<file path="src/rtl/gnpu_pkg.sv">
// gnpu_pkg: width defaults and shared helpers for the scratchpad arbiter slice.
// Width macros may be overridden on the command line; these are fallbacks.
`ifndef ADDR_WIDTH
`define ADDR_WIDTH 16
`endif
`ifndef SARRAY_LOAD_WIDTH
`define SARRAY_LOAD_WIDTH 32
`endif
`ifndef SARRAY_STORE_WIDTH
`define SARRAY_STORE_WIDTH 32
`endif

package gnpu_pkg;
    localparam int ADDR_W_DEF = `ADDR_WIDTH;
    localparam int LOAD_W_DEF = `SARRAY_LOAD_WIDTH;
    localparam int STORE_W_DEF = `SARRAY_STORE_WIDTH;

    typedef enum logic {ARB_OPEN, ARB_HOLD} arb_st_e;

    // A single channel still needs one bit to carry its (constant) index.
    function automatic int id_w(input int n);
        return (n > 1) ? $clog2(n) : 1;
    endfunction
endpackage

</file>
<file path="src/rtl/spad_arb_if.sv">
// spad_arb_if: requester-side and scratchpad-side handshakes of spad_arb.
// The slave modport is the arbiter's view; master is the surrounding fabric.
interface spad_arb_if #(
    parameter int NCH = 2,
    parameter int ADDR_W = `ADDR_WIDTH,
    parameter int RD_W = `SARRAY_LOAD_WIDTH,
    parameter int WR_W = `SARRAY_STORE_WIDTH
);
    logic [NCH-1:0] req_ar_valid_i, req_ar_ready_o;
    logic [NCH*ADDR_W-1:0] req_ar_addr_i;
    logic [NCH-1:0] req_r_valid_o, req_r_ready_i;
    logic [RD_W-1:0] req_r_data_o;
    logic [NCH-1:0] req_aw_valid_i, req_aw_ready_o;
    logic [NCH*ADDR_W-1:0] req_aw_addr_i;
    logic [NCH*WR_W-1:0] req_aw_data_i;
    logic spad_ar_valid_o, spad_ar_ready_i;
    logic [ADDR_W-1:0] spad_ar_addr_o;
    logic spad_r_valid_i, spad_r_ready_o;
    logic [RD_W-1:0] spad_r_data_i;
    logic spad_aw_valid_o, spad_aw_ready_i;
    logic [ADDR_W-1:0] spad_aw_addr_o;
    logic [WR_W-1:0] spad_aw_data_o;

    modport slave (
        input req_ar_valid_i, req_ar_addr_i, req_r_ready_i, req_aw_valid_i, req_aw_addr_i,
              req_aw_data_i, spad_ar_ready_i, spad_r_valid_i, spad_r_data_i, spad_aw_ready_i,
        output req_ar_ready_o, req_r_valid_o, req_r_data_o, req_aw_ready_o, spad_ar_valid_o,
               spad_ar_addr_o, spad_r_ready_o, spad_aw_valid_o, spad_aw_addr_o, spad_aw_data_o
    );
    modport master (
        output req_ar_valid_i, req_ar_addr_i, req_r_ready_i, req_aw_valid_i, req_aw_addr_i,
               req_aw_data_i, spad_ar_ready_i, spad_r_valid_i, spad_r_data_i, spad_aw_ready_i,
        input req_ar_ready_o, req_r_valid_o, req_r_data_o, req_aw_ready_o, spad_ar_valid_o,
              spad_ar_addr_o, spad_r_ready_o, spad_aw_valid_o, spad_aw_addr_o, spad_aw_data_o
    );
endinterface

</file>
<file path="src/rtl/spad_arb_id_fifo.sv">
// spad_arb_id_fifo: in-order channel-ID queue for outstanding reads.
module spad_arb_id_fifo #(
    parameter int DEPTH = 4,
    parameter int W = 1,
    localparam int AW = $clog2(DEPTH)
) (
    input  logic clk,
    input  logic rst_n,
    input  logic push,
    input  logic pop,
    input  logic [W-1:0] din,
    output logic [W-1:0] head,
    output logic full,
    output logic empty,
    output logic [AW:0] cnt
);
    logic [W-1:0] mem [DEPTH];
    logic [AW:0] wp_q, rp_q;
    logic do_push, do_pop;

    assign do_push = push && !full;
    assign do_pop = pop && !empty;

    always_ff @(posedge clk or negedge rst_n) begin
        if (!rst_n) begin
            wp_q <= '0;
            rp_q <= '0;
        end else begin
            if (do_push) wp_q <= wp_q + 1'b1;
            if (do_pop) rp_q <= rp_q + 1'b1;
        end
    end

    always_ff @(posedge clk) if (do_push) mem[wp_q[AW-1:0]] <= din;

    assign cnt = wp_q - rp_q;
    assign full = cnt == (AW + 1)'(DEPTH);
    assign empty = wp_q == rp_q;
    assign head = mem[rp_q[AW-1:0]];
endmodule

</file>
<file path="src/rtl/spad_arb_rr.sv">
// spad_arb_rr: round-robin arbiter with grant hold while the winner waits for ready.
module spad_arb_rr import gnpu_pkg::*; #(
    parameter int NCH = 2,
    localparam int IW = id_w(NCH)
) (
    input  logic clk,
    input  logic rst_n,
    input  logic [NCH-1:0] req,
    input  logic en,
    input  logic ready,
    output logic valid,
    output logic [IW-1:0] grant
);
    arb_st_e st_q, st_d;
    logic [IW-1:0] ptr_q, ptr_d, hold_q, hold_d, pick, j;
    logic hs;

    always_ff @(posedge clk or negedge rst_n) begin
        if (!rst_n) begin
            st_q <= ARB_OPEN;
            ptr_q <= '0;
            hold_q <= '0;
        end else begin
            st_q <= st_d;
            ptr_q <= ptr_d;
            hold_q <= hold_d;
        end
    end

    // Walk downward so the requester closest to the pointer wins.
    always_comb begin
        pick = ptr_q;
        j = '0;
        for (int i = NCH - 1; i >= 0; i--) begin
            j = IW'((int'(ptr_q) + i) % NCH);
            if (req[j]) pick = j;
        end
    end

    always_comb begin
        st_d = st_q;
        ptr_d = ptr_q;
        hold_d = hold_q;
        if (hs) begin
            st_d = ARB_OPEN;
            ptr_d = (grant == IW'(NCH - 1)) ? '0 : grant + 1'b1;
        end else if (valid) begin
            st_d = ARB_HOLD;
            hold_d = grant;
        end
    end

    always_comb begin
        grant = (st_q == ARB_HOLD) ? hold_q : pick;
        valid = en && req[grant];
    end

    assign hs = valid && ready;
endmodule

</file>
<file path="src/rtl/spad_arb.sv">
// spad_arb: NCH-channel round-robin arbiter onto one scratchpad port, in-order reads.
// Define GNPU_ARB_PERF_EN to build the saturating AR stall counter.
module spad_arb import gnpu_pkg::*; #(
    parameter int NCH = 2,
    parameter int ADDR_W = `ADDR_WIDTH,
    parameter int RD_W = `SARRAY_LOAD_WIDTH,
    parameter int WR_W = `SARRAY_STORE_WIDTH,
    parameter int OT_DEPTH = 4,
    localparam int IW = id_w(NCH),
    localparam int CW = $clog2(OT_DEPTH) + 1
) (
    input  logic clk,
    input  logic rst_n,
    spad_arb_if.slave bus,
    output logic [CW-1:0] ot_cnt_o,
    output logic r_err_o,
    output logic [31:0] ar_stall_cnt_o
);
    logic ar_valid, aw_valid, ar_hs, aw_hs, r_pop, full, empty;
    logic [IW-1:0] ar_gnt, aw_gnt, head;

    // rst_n in the enables keeps every valid low while reset is held.
    spad_arb_rr #(.NCH(NCH)) u_ar (
        .clk(clk), .rst_n(rst_n), .req(bus.req_ar_valid_i), .en(rst_n && !full),
        .ready(bus.spad_ar_ready_i), .valid(ar_valid), .grant(ar_gnt)
    );
    spad_arb_rr #(.NCH(NCH)) u_aw (
        .clk(clk), .rst_n(rst_n), .req(bus.req_aw_valid_i), .en(rst_n),
        .ready(bus.spad_aw_ready_i), .valid(aw_valid), .grant(aw_gnt)
    );
    spad_arb_id_fifo #(.DEPTH(OT_DEPTH), .W(IW)) u_fifo (
        .clk(clk), .rst_n(rst_n), .push(ar_hs), .pop(r_pop), .din(ar_gnt),
        .head(head), .full(full), .empty(empty), .cnt(ot_cnt_o)
    );

    assign ar_hs = ar_valid && bus.spad_ar_ready_i;
    assign aw_hs = aw_valid && bus.spad_aw_ready_i;

    assign bus.spad_ar_valid_o = ar_valid;
    assign bus.spad_ar_addr_o = bus.req_ar_addr_i[int'(ar_gnt) * ADDR_W +: ADDR_W];
    assign bus.req_ar_ready_o = ar_hs ? NCH'(1) << ar_gnt : '0;

    assign bus.spad_aw_valid_o = aw_valid;
    assign bus.spad_aw_addr_o = bus.req_aw_addr_i[int'(aw_gnt) * ADDR_W +: ADDR_W];
    assign bus.spad_aw_data_o = bus.req_aw_data_i[int'(aw_gnt) * WR_W +: WR_W];
    assign bus.req_aw_ready_o = aw_hs ? NCH'(1) << aw_gnt : '0;

    // An unexpected beat is accepted and dropped so the scratchpad never stalls.
    assign bus.req_r_valid_o = (bus.spad_r_valid_i && !empty) ? NCH'(1) << head : '0;
    assign bus.spad_r_ready_o = empty || bus.req_r_ready_i[head];
    assign bus.req_r_data_o = bus.spad_r_data_i;
    assign r_pop = bus.spad_r_valid_i && bus.spad_r_ready_o && !empty;

    always_ff @(posedge clk or negedge rst_n) begin
        if (!rst_n) r_err_o <= 1'b0;
        else if (bus.spad_r_valid_i && empty) r_err_o <= 1'b1;
    end

`ifdef GNPU_ARB_PERF_EN
    logic [31:0] stall_q;
    always_ff @(posedge clk or negedge rst_n) begin
        if (!rst_n) stall_q <= '0;
        else if (|bus.req_ar_valid_i && !ar_hs && stall_q != '1) stall_q <= stall_q + 1'b1;
    end
    assign ar_stall_cnt_o = stall_q;
`else
    assign ar_stall_cnt_o = '0;
`endif
endmodule

</file>
<file path="src/flat_wrapper.sv">
// flat-port wrapper written by rule: the top's interface ports become plain ports
module spad_arb_flat import gnpu_pkg::*;
#(
    parameter int NCH = 2,
    parameter int ADDR_W = `ADDR_WIDTH,
    parameter int RD_W = `SARRAY_LOAD_WIDTH,
    parameter int WR_W = `SARRAY_STORE_WIDTH,
    parameter int OT_DEPTH = 4,
    localparam int IW = id_w(NCH),
    localparam int CW = $clog2(OT_DEPTH) + 1
)
  (clk, rst_n, ot_cnt_o, r_err_o, ar_stall_cnt_o, bus_req_ar_valid_i, bus_req_ar_addr_i, bus_req_r_ready_i, bus_req_aw_valid_i, bus_req_aw_addr_i, bus_req_aw_data_i, bus_spad_ar_ready_i, bus_spad_r_valid_i, bus_spad_r_data_i, bus_spad_aw_ready_i, bus_req_ar_ready_o, bus_req_r_valid_o, bus_req_r_data_o, bus_req_aw_ready_o, bus_spad_ar_valid_o, bus_spad_ar_addr_o, bus_spad_r_ready_o, bus_spad_aw_valid_o, bus_spad_aw_addr_o, bus_spad_aw_data_o);
  spad_arb_if #(.NCH(NCH), .ADDR_W(ADDR_W), .RD_W(RD_W), .WR_W(WR_W)) bus_i ();
  input  logic clk;
  input  logic rst_n;
  output logic [CW-1:0] ot_cnt_o;
  output logic r_err_o;
  output logic [31:0] ar_stall_cnt_o;
  input wire logic [$bits(bus_i.req_ar_valid_i)-1:0] bus_req_ar_valid_i;
  input wire logic [$bits(bus_i.req_ar_addr_i)-1:0] bus_req_ar_addr_i;
  input wire logic [$bits(bus_i.req_r_ready_i)-1:0] bus_req_r_ready_i;
  input wire logic [$bits(bus_i.req_aw_valid_i)-1:0] bus_req_aw_valid_i;
  input wire logic [$bits(bus_i.req_aw_addr_i)-1:0] bus_req_aw_addr_i;
  input wire logic [$bits(bus_i.req_aw_data_i)-1:0] bus_req_aw_data_i;
  input wire logic [$bits(bus_i.spad_ar_ready_i)-1:0] bus_spad_ar_ready_i;
  input wire logic [$bits(bus_i.spad_r_valid_i)-1:0] bus_spad_r_valid_i;
  input wire logic [$bits(bus_i.spad_r_data_i)-1:0] bus_spad_r_data_i;
  input wire logic [$bits(bus_i.spad_aw_ready_i)-1:0] bus_spad_aw_ready_i;
  output wire logic [$bits(bus_i.req_ar_ready_o)-1:0] bus_req_ar_ready_o;
  output wire logic [$bits(bus_i.req_r_valid_o)-1:0] bus_req_r_valid_o;
  output wire logic [$bits(bus_i.req_r_data_o)-1:0] bus_req_r_data_o;
  output wire logic [$bits(bus_i.req_aw_ready_o)-1:0] bus_req_aw_ready_o;
  output wire logic [$bits(bus_i.spad_ar_valid_o)-1:0] bus_spad_ar_valid_o;
  output wire logic [$bits(bus_i.spad_ar_addr_o)-1:0] bus_spad_ar_addr_o;
  output wire logic [$bits(bus_i.spad_r_ready_o)-1:0] bus_spad_r_ready_o;
  output wire logic [$bits(bus_i.spad_aw_valid_o)-1:0] bus_spad_aw_valid_o;
  output wire logic [$bits(bus_i.spad_aw_addr_o)-1:0] bus_spad_aw_addr_o;
  output wire logic [$bits(bus_i.spad_aw_data_o)-1:0] bus_spad_aw_data_o;
  assign bus_i.req_ar_valid_i = bus_req_ar_valid_i;
  assign bus_i.req_ar_addr_i = bus_req_ar_addr_i;
  assign bus_i.req_r_ready_i = bus_req_r_ready_i;
  assign bus_i.req_aw_valid_i = bus_req_aw_valid_i;
  assign bus_i.req_aw_addr_i = bus_req_aw_addr_i;
  assign bus_i.req_aw_data_i = bus_req_aw_data_i;
  assign bus_i.spad_ar_ready_i = bus_spad_ar_ready_i;
  assign bus_i.spad_r_valid_i = bus_spad_r_valid_i;
  assign bus_i.spad_r_data_i = bus_spad_r_data_i;
  assign bus_i.spad_aw_ready_i = bus_spad_aw_ready_i;
  assign bus_req_ar_ready_o = bus_i.req_ar_ready_o;
  assign bus_req_r_valid_o = bus_i.req_r_valid_o;
  assign bus_req_r_data_o = bus_i.req_r_data_o;
  assign bus_req_aw_ready_o = bus_i.req_aw_ready_o;
  assign bus_spad_ar_valid_o = bus_i.spad_ar_valid_o;
  assign bus_spad_ar_addr_o = bus_i.spad_ar_addr_o;
  assign bus_spad_r_ready_o = bus_i.spad_r_ready_o;
  assign bus_spad_aw_valid_o = bus_i.spad_aw_valid_o;
  assign bus_spad_aw_addr_o = bus_i.spad_aw_addr_o;
  assign bus_spad_aw_data_o = bus_i.spad_aw_data_o;
  spad_arb #(.NCH(NCH), .ADDR_W(ADDR_W), .RD_W(RD_W), .WR_W(WR_W), .OT_DEPTH(OT_DEPTH)) u_core (.clk(clk), .rst_n(rst_n), .bus(bus_i), .ot_cnt_o(ot_cnt_o), .r_err_o(r_err_o), .ar_stall_cnt_o(ar_stall_cnt_o));
endmodule
</file>
<file path="config.mk">
export PLATFORM = sky130hd
export DESIGN_NAME = spad_arb_flat
export DESIGN_NICKNAME = d
export VERILOG_FILES = /design/src/rtl/gnpu_pkg.sv /design/src/rtl/spad_arb_if.sv /design/src/rtl/spad_arb_id_fifo.sv /design/src/rtl/spad_arb_rr.sv /design/src/rtl/spad_arb.sv /design/src/flat_wrapper.sv
export SDC_FILE = /design/constraint.sdc
export NUM_CORES = 1
export LEC_CHECK = 0
export CAP_MARGIN = 0
export CORE_AREA = 2 2 121 123
export DETAILED_ROUTE_END_ITERATION = 7
export DIE_AREA = 0 0 123 125
export PLACE_DENSITY = 0.64
export SETUP_SLACK_MARGIN = 0.5
export SYNTH_ARGS = -nofsm -noshare
export SYNTH_HDL_FRONTEND = slang
export SYNTH_SLANG_ARGS = --single-unit
</file>
<file path="constraint.sdc">
create_clock -name clk -period 3.1 [get_ports clk]
set_clock_uncertainty 0.15 [all_clocks]
set_input_delay 0.62 -clock clk [delete_from_list [all_inputs] [get_ports clk]]
set_output_delay 0.62 -clock clk [all_outputs]
set_load 0.02 [all_outputs]
</file>
; ---- Word level (Yosys, flattened, before mapping)
; Memory sizes are Yosys's and may differ from the RTL's.
; Cells that the tools add are included.
[totals]
reg_bits = 13
latchBits = 0
ramBits = 4
mem_bits_ro = 0
in_bits = 171
output_inout_bits = 141
word_cells = 83
n_memories = 1
[classes]
add_sub_neg = 7
mul = 0
n_div = 0
order_cmp = 7
n_eq_ne = 2
n_shift = 6
mux = 31
bitwise = 2
n_reduce_logical = 18
[mem_list]
columns = name, words, word_bits, rd, rd_ports_with_merged_regs, write_ports, line_no
row1 = u_core.u_fifo.mem, 4, 1, 1, 0, 1, spad_arb_id_fifo.sv:17  ; logic [W-1:0] mem [DEPTH];
[ops]
columns = op, count
row1 = $shiftx A32 B6 Y16, 2
row2 = $shiftx A64 B7 Y32, 1
row3 = $mux W1, 28
row4 = $lt A1 B2 Y1 const B, 7
row5 = $logic_and A1 B1 Y1, 11
row6 = $add A3 B1 Y3 const B, 2
row7 = $mux W2, 3
row8 = $shl A1 B1 Y2 const A, 3
row9 = $add A1 B1 Y1 const B, 4
row10 = $reduce_and A2 Y1, 2
row11 = $reduce_bool A2 Y1, 2
row12 = $eq A3 B3 Y1, 1
row13 = $eq A3 B3 Y1 const B, 1
row14 = $sub A3 B3 Y3, 1
row15 = $logic_not A1 Y1, 2
row16 = $not A1 Y1, 2
row17 = $logic_or A1 B1 Y1, 1

; ---- Longest topological paths before layout
[logic_depth]
depth_word = 13
depth_mapped = 7
depth_no_buf = 7

; ---- By module
; A second synthesis with hierarchy kept.
[unflattened]
hier_cells = 240
area_unflattened_um2 = 2637.5
[by_module_without_submodules]
columns = mod, n_inst, cells_per_inst, area_each_um2, seq_area_each_um2
row1 = spad_arb, 1, 153, 1652.8, 25.0
row2 = spad_arb_id_fifo, 1, 53, 629.4, 270.3
row3 = spad_arb_rr, 2, 17, 177.7, 75.1

; ---- Worst setup path before layout
; OpenSTA, ideal clock, no wires.
[synth_timing]
kind = reg2out
from = register u_core.u_fifo.wp_q[0]
to = output port bus_req_ar_ready_o[0]
t_arrival_ns = 2.224
required_time_ns = 2.330
slack_ns = 0.106
path_stages_with_launch = 7
n_path_buf = 0
cell_sequence = dfrtp_1 > inv_1 > ha_1 > fa_1 > xnor3_1 > o31ai_4 > nor4_1
[synth_via]
elab_chain_len = 7
[synth_rtl]
columns = item, line_no
row1 = start: declaration, spad_arb_id_fifo.sv:18  ; logic [AW:0] wp_q, rp_q;
row2 = start signal: assignment, spad_arb_id_fifo.sv:29  ; if (do_push) wp_q <= wp_q + 1'b1;
row3 = $sub A3 B3 Y3, spad_arb_id_fifo.sv:36  ; assign cnt = wp_q - rp_q;
row4 = $eq A3 B3 Y1, spad_arb_id_fifo.sv:37  ; assign full = cnt == (AW + 1)'(DEPTH);
row5 = $logic_not A1 Y1, spad_arb.sv:24  ; .clk(clk), .rst_n(rst_n), .req(bus.req_ar_valid_i), .en(rst_n && !full),
row6 = $logic_and A1 B1 Y1, spad_arb.sv:24
row7 = $logic_and A1 B1 Y1, spad_arb_rr.sv:55  ; valid = en && req[grant];
row8 = $logic_and A1 B1 Y1, spad_arb.sv:36  ; assign ar_hs = ar_valid && bus.spad_ar_ready_i;
row9 = $mux W2, spad_arb.sv:41  ; assign bus.req_ar_ready_o = ar_hs ? NCH'(1) << ar_gnt : '0;
row10 = end: declaration, flat_wrapper.sv:29  ; output wire logic [$bits(bus_i.req_ar_ready_o)-1:0] bus_req_ar_ready_o;
; Every way passes these cells.

; ---- Worst setup path in the final report
[layout_timing]
from = register u_core.u_fifo.rp_q[0]
to = output port bus_req_ar_ready_o[0]
[layout_via]
elab_chain_len = 7
[layout_rtl]
columns = item, line_no
row1 = start: declaration, spad_arb_id_fifo.sv:18
row2 = start signal: assignment, spad_arb_id_fifo.sv:30  ; if (do_pop) rp_q <= rp_q + 1'b1;
row3 = $sub A3 B3 Y3, spad_arb_id_fifo.sv:36
row4 = $eq A3 B3 Y1, spad_arb_id_fifo.sv:37
row5 = $logic_not A1 Y1, spad_arb.sv:24
row6 = $logic_and A1 B1 Y1, spad_arb.sv:24
row7 = $logic_and A1 B1 Y1, spad_arb_rr.sv:55
row8 = $logic_and A1 B1 Y1, spad_arb.sv:36
row9 = $mux W2, spad_arb.sv:41
; Every way passes these cells.

==> out/qor.csv <==
metric,value,unit
"Max FO, Critical Path",4,
vias in the first global route,2667,
post-synthesis sequential area ratio,0.1944,
Antenna diodes,0,
synthesized-area fraction occupied by adder cells,0.04697,
Worst EP required,2.33,ns
Rows,44,
final net count,635,
Final Non-Filler Cells,639,
outcome,completed,
die width,123,µm
top cell type by total area after synthesis,mux2_2,
drt pass-1 iters,4,
DR WL/cell,16.92,µm
synthesized cell area,2291,µm²
largest family of logic cells by synthesized area,multiplexers,
cell leakage power,2.463,nW
WP data arrival,2.12,ns
Placed Instances,607,
via count,2458,
total grt overflow,0,
Worst Setup Start Kind,flop,
Worst Hold Class,flop to flop,
drc violations,0,
RSZ-0062 raised after global routing,yes,
Yosys reg bits,17,
gpl congestion,0.7578,
fmax,346.1,MHz
CTS HTree Levels,1,
Slew @ Worst Pin,0.5346,ns
layout cells sized above 1,0.4967,
Peak VDD IR,0.0005525,V
DRT iter0 DRCs,42,
CTS Buffer Depth,2,
# fillers,1383,
max_cap viols,0,
"commonest non-fill, non-tap cell in the layout",clkdlybuf4s50_1,
clk slew on worst S/H paths,0.06,ns
vias per cell,3.847,
"commonest cells after routing, fill and taps aside","136 x clkdlybuf4s50_1, 75 x buf_6, 65 x mux2_4",
Compound-Gate Fraction of Synth Area,0.06226,
area added between synthesis and finish,134.1,%
CTS tree,yes,
critical path capture point type,primary output,
CTS root buf,clkbuf_16,
Slew Limit Fails,0,
final period utilization,0.9320,
Post-Route WL,10.81,mm
post-synth cell types,37,
crit path time final,2.889,ns
Syn Inst Count,227,
Starting Density,0.1613,
multiplexer share of the synthesized area,0.3605,
CTS buffer count,3,
port bufs,215,
Post-Synth Simple-Gate Area,0.06390,
largest net degree at the start of global routing,12,
endpoints failing setup,0,
clock net sink count,17,
Ports,312,
die footprint,15380,µm²
XOR/XNOR share of the synthesized area,0.02895,
final hold vios,0,
first-pass GRT wire length,14.99,mm
antenna violations before repair,0,
clk_lat worst skew,0.25,ns
Final TNS setup,0,ns
CORE AREA,14200,µm²
DIE HEIGHT,125,µm
slew margin rel.,0.6403,
"Warnings, synthesis",0,
ANT nets after route,0,
Power Density,895.1,nW/µm²
Yosys top cell area share,0.3195,
GRT Total Usage,0.1283,
critical path class,flop to primary output,
Avg Inst Size Synth,10.09,µm²
dpl hpwl,7.968,mm
synth top area cells,"mux2_2 32%, buf_4 21%, dfrtp_1 14%",
-- repair_timing --
item | 4_1_cts | 5_1_grt
setup endpoints to repair | 75 | 74
setup buffers | 15 | 4
gates resized for setup | 526 | 38
gates cloned | 9 | 0
hold buffers | 0 | 0
pin swaps | 6 | 4
-- worst paths after layout --
check	from	to	slack (ns)	cells after the start
worst max-delay path	u_core.u_fifo.rp_q[0]	bus_req_ar_ready_o[0]	0.21	7
worst min-delay path	u_core.r_err_o	u_core.r_err_o	0.31	1
worst max register to register	u_core.u_fifo.rp_q[0]	u_core.u_fifo.wp_q[1]	0.71	8
worst min register to register	u_core.r_err_o	u_core.r_err_o	0.31	1
max in group asynchronous	rst_n	u_core.u_aw.st_q	1.95	3
min in group asynchronous	rst_n	u_core.u_ar.ptr_q	0.67	3
-- sequential cells by signal (all words and copies together) (netlist names) --
name                flops
u_core.u_ar.hold_q      1
u_core.u_ar.st_q        1
u_core.r_err_o          1
u_core.u_ar.ptr_q       1
u_core.u_aw.st_q        1
u_core.u_fifo.rp_q      3
u_core.u_aw.hold_q      1
u_core.u_fifo.wp_q      3
u_core.u_aw.ptr_q       1
u_core.u_fifo.mem       4
-- routing by layer --
layer	vias up	global-route usage	wire length, µm
li1	1146	-	-
met1	1140	0.1392	3901
met2	160	0.2288	5288
met3	12	0.06569	1566
met4	0	0.01337	55
met5	-	0	0
-- metrics by stage --
| step | util | hold slack, ns | instance area, µm² | total power, mW | worst slack (ns) |
|---|---|---|---|---|---|
| after floorplan | - | 0.1744 | 2431 | 2.148 | 0.5017 |
| after global placement | 0.3170 | 0.2989 | 4503 | 3.331 | -0.3993 |
| after detailed placement | 0.3170 | 0.3045 | 4503 | 3.369 | -0.4013 |
| after CTS | 0.3696 | 0.3145 | 5250 | 4.708 | 0.2074 |
| after global routing | 0.3776 | 0.3260 | 5364 | 5.043 | 0.1532 |
| final | 0.3776 | 0.3127 | 5364 | 4.801 | 0.2109 |
-- area by class of cell --
cell class	count	area, µm²	share of cell area
Clock inverter	1	7.507	0.001400
Sequential cell	17	449.2	0.08374
Clock buffer	3	75.07	0.01400
Timing Repair Buffer	264	2810	0.5239
Tap cell	184	230.2	0.04292
Inverter	10	37.54	0.006998
Multi-Input combinational cell	160	1754	0.3270
-- report_power, final --
group / switching [mW] / leakage, nW / total, mW / internal, mW
logic: 1.76 / 2.24 / 4.09 / 2.33
registers: 0.119 / 0.184 / 0.454 / 0.334
clock network: 0.0880 / 0.0371 / 0.262 / 0.174
total: 1.97 / 2.46 / 4.80 / 2.83
-- worst max-delay path: stages, from the launching register on --
cell	delay, ns
dfrtp_2	0.42
ha_4	0.16
fa_2	0.52
inv_2	0.05
o31ai_4	0.33
buf_4	0.18
nor4_2	0.04
buf_4	0.17
-- cells by family after synthesis --
kind of cell               after synthesis
and+or+nand+nor                         26
buffers and inverters                   81
AOI/OAI and AO/OA                       16
xor gates and xnor gates                 6
other                                    1
adders and majority gates                8
muxes                                   72
DFF                                     17
-- synth_stat cells (all sizes together) --
| cell | number |
|---|---|
| dfrtp | 13 |
| nand2 | 4 |
| nor3 | 2 |
| nor2 | 9 |
| nand2b | 1 |
| xnor2 | 1 |
| and2 | 4 |
| o21ai | 3 |
| o2bb2ai | 1 |
| a21o | 1 |
| xor2 | 4 |
| o31ai | 4 |
| nor4 | 2 |
| nor3b | 1 |
| mux2 | 68 |
| mux4 | 1 |
| a21boi | 4 |
| fa | 1 |
| conb | 1 |
| o221a | 1 |
| buf | 71 |
| inv | 10 |
| nor2b | 2 |
| o21a | 1 |
| xnor3 | 1 |
| o21bai | 1 |
| and3 | 1 |
| ha | 7 |
| mux2i | 3 |
| edfxtp | 4 |
(Power assumes the default switching activity.)
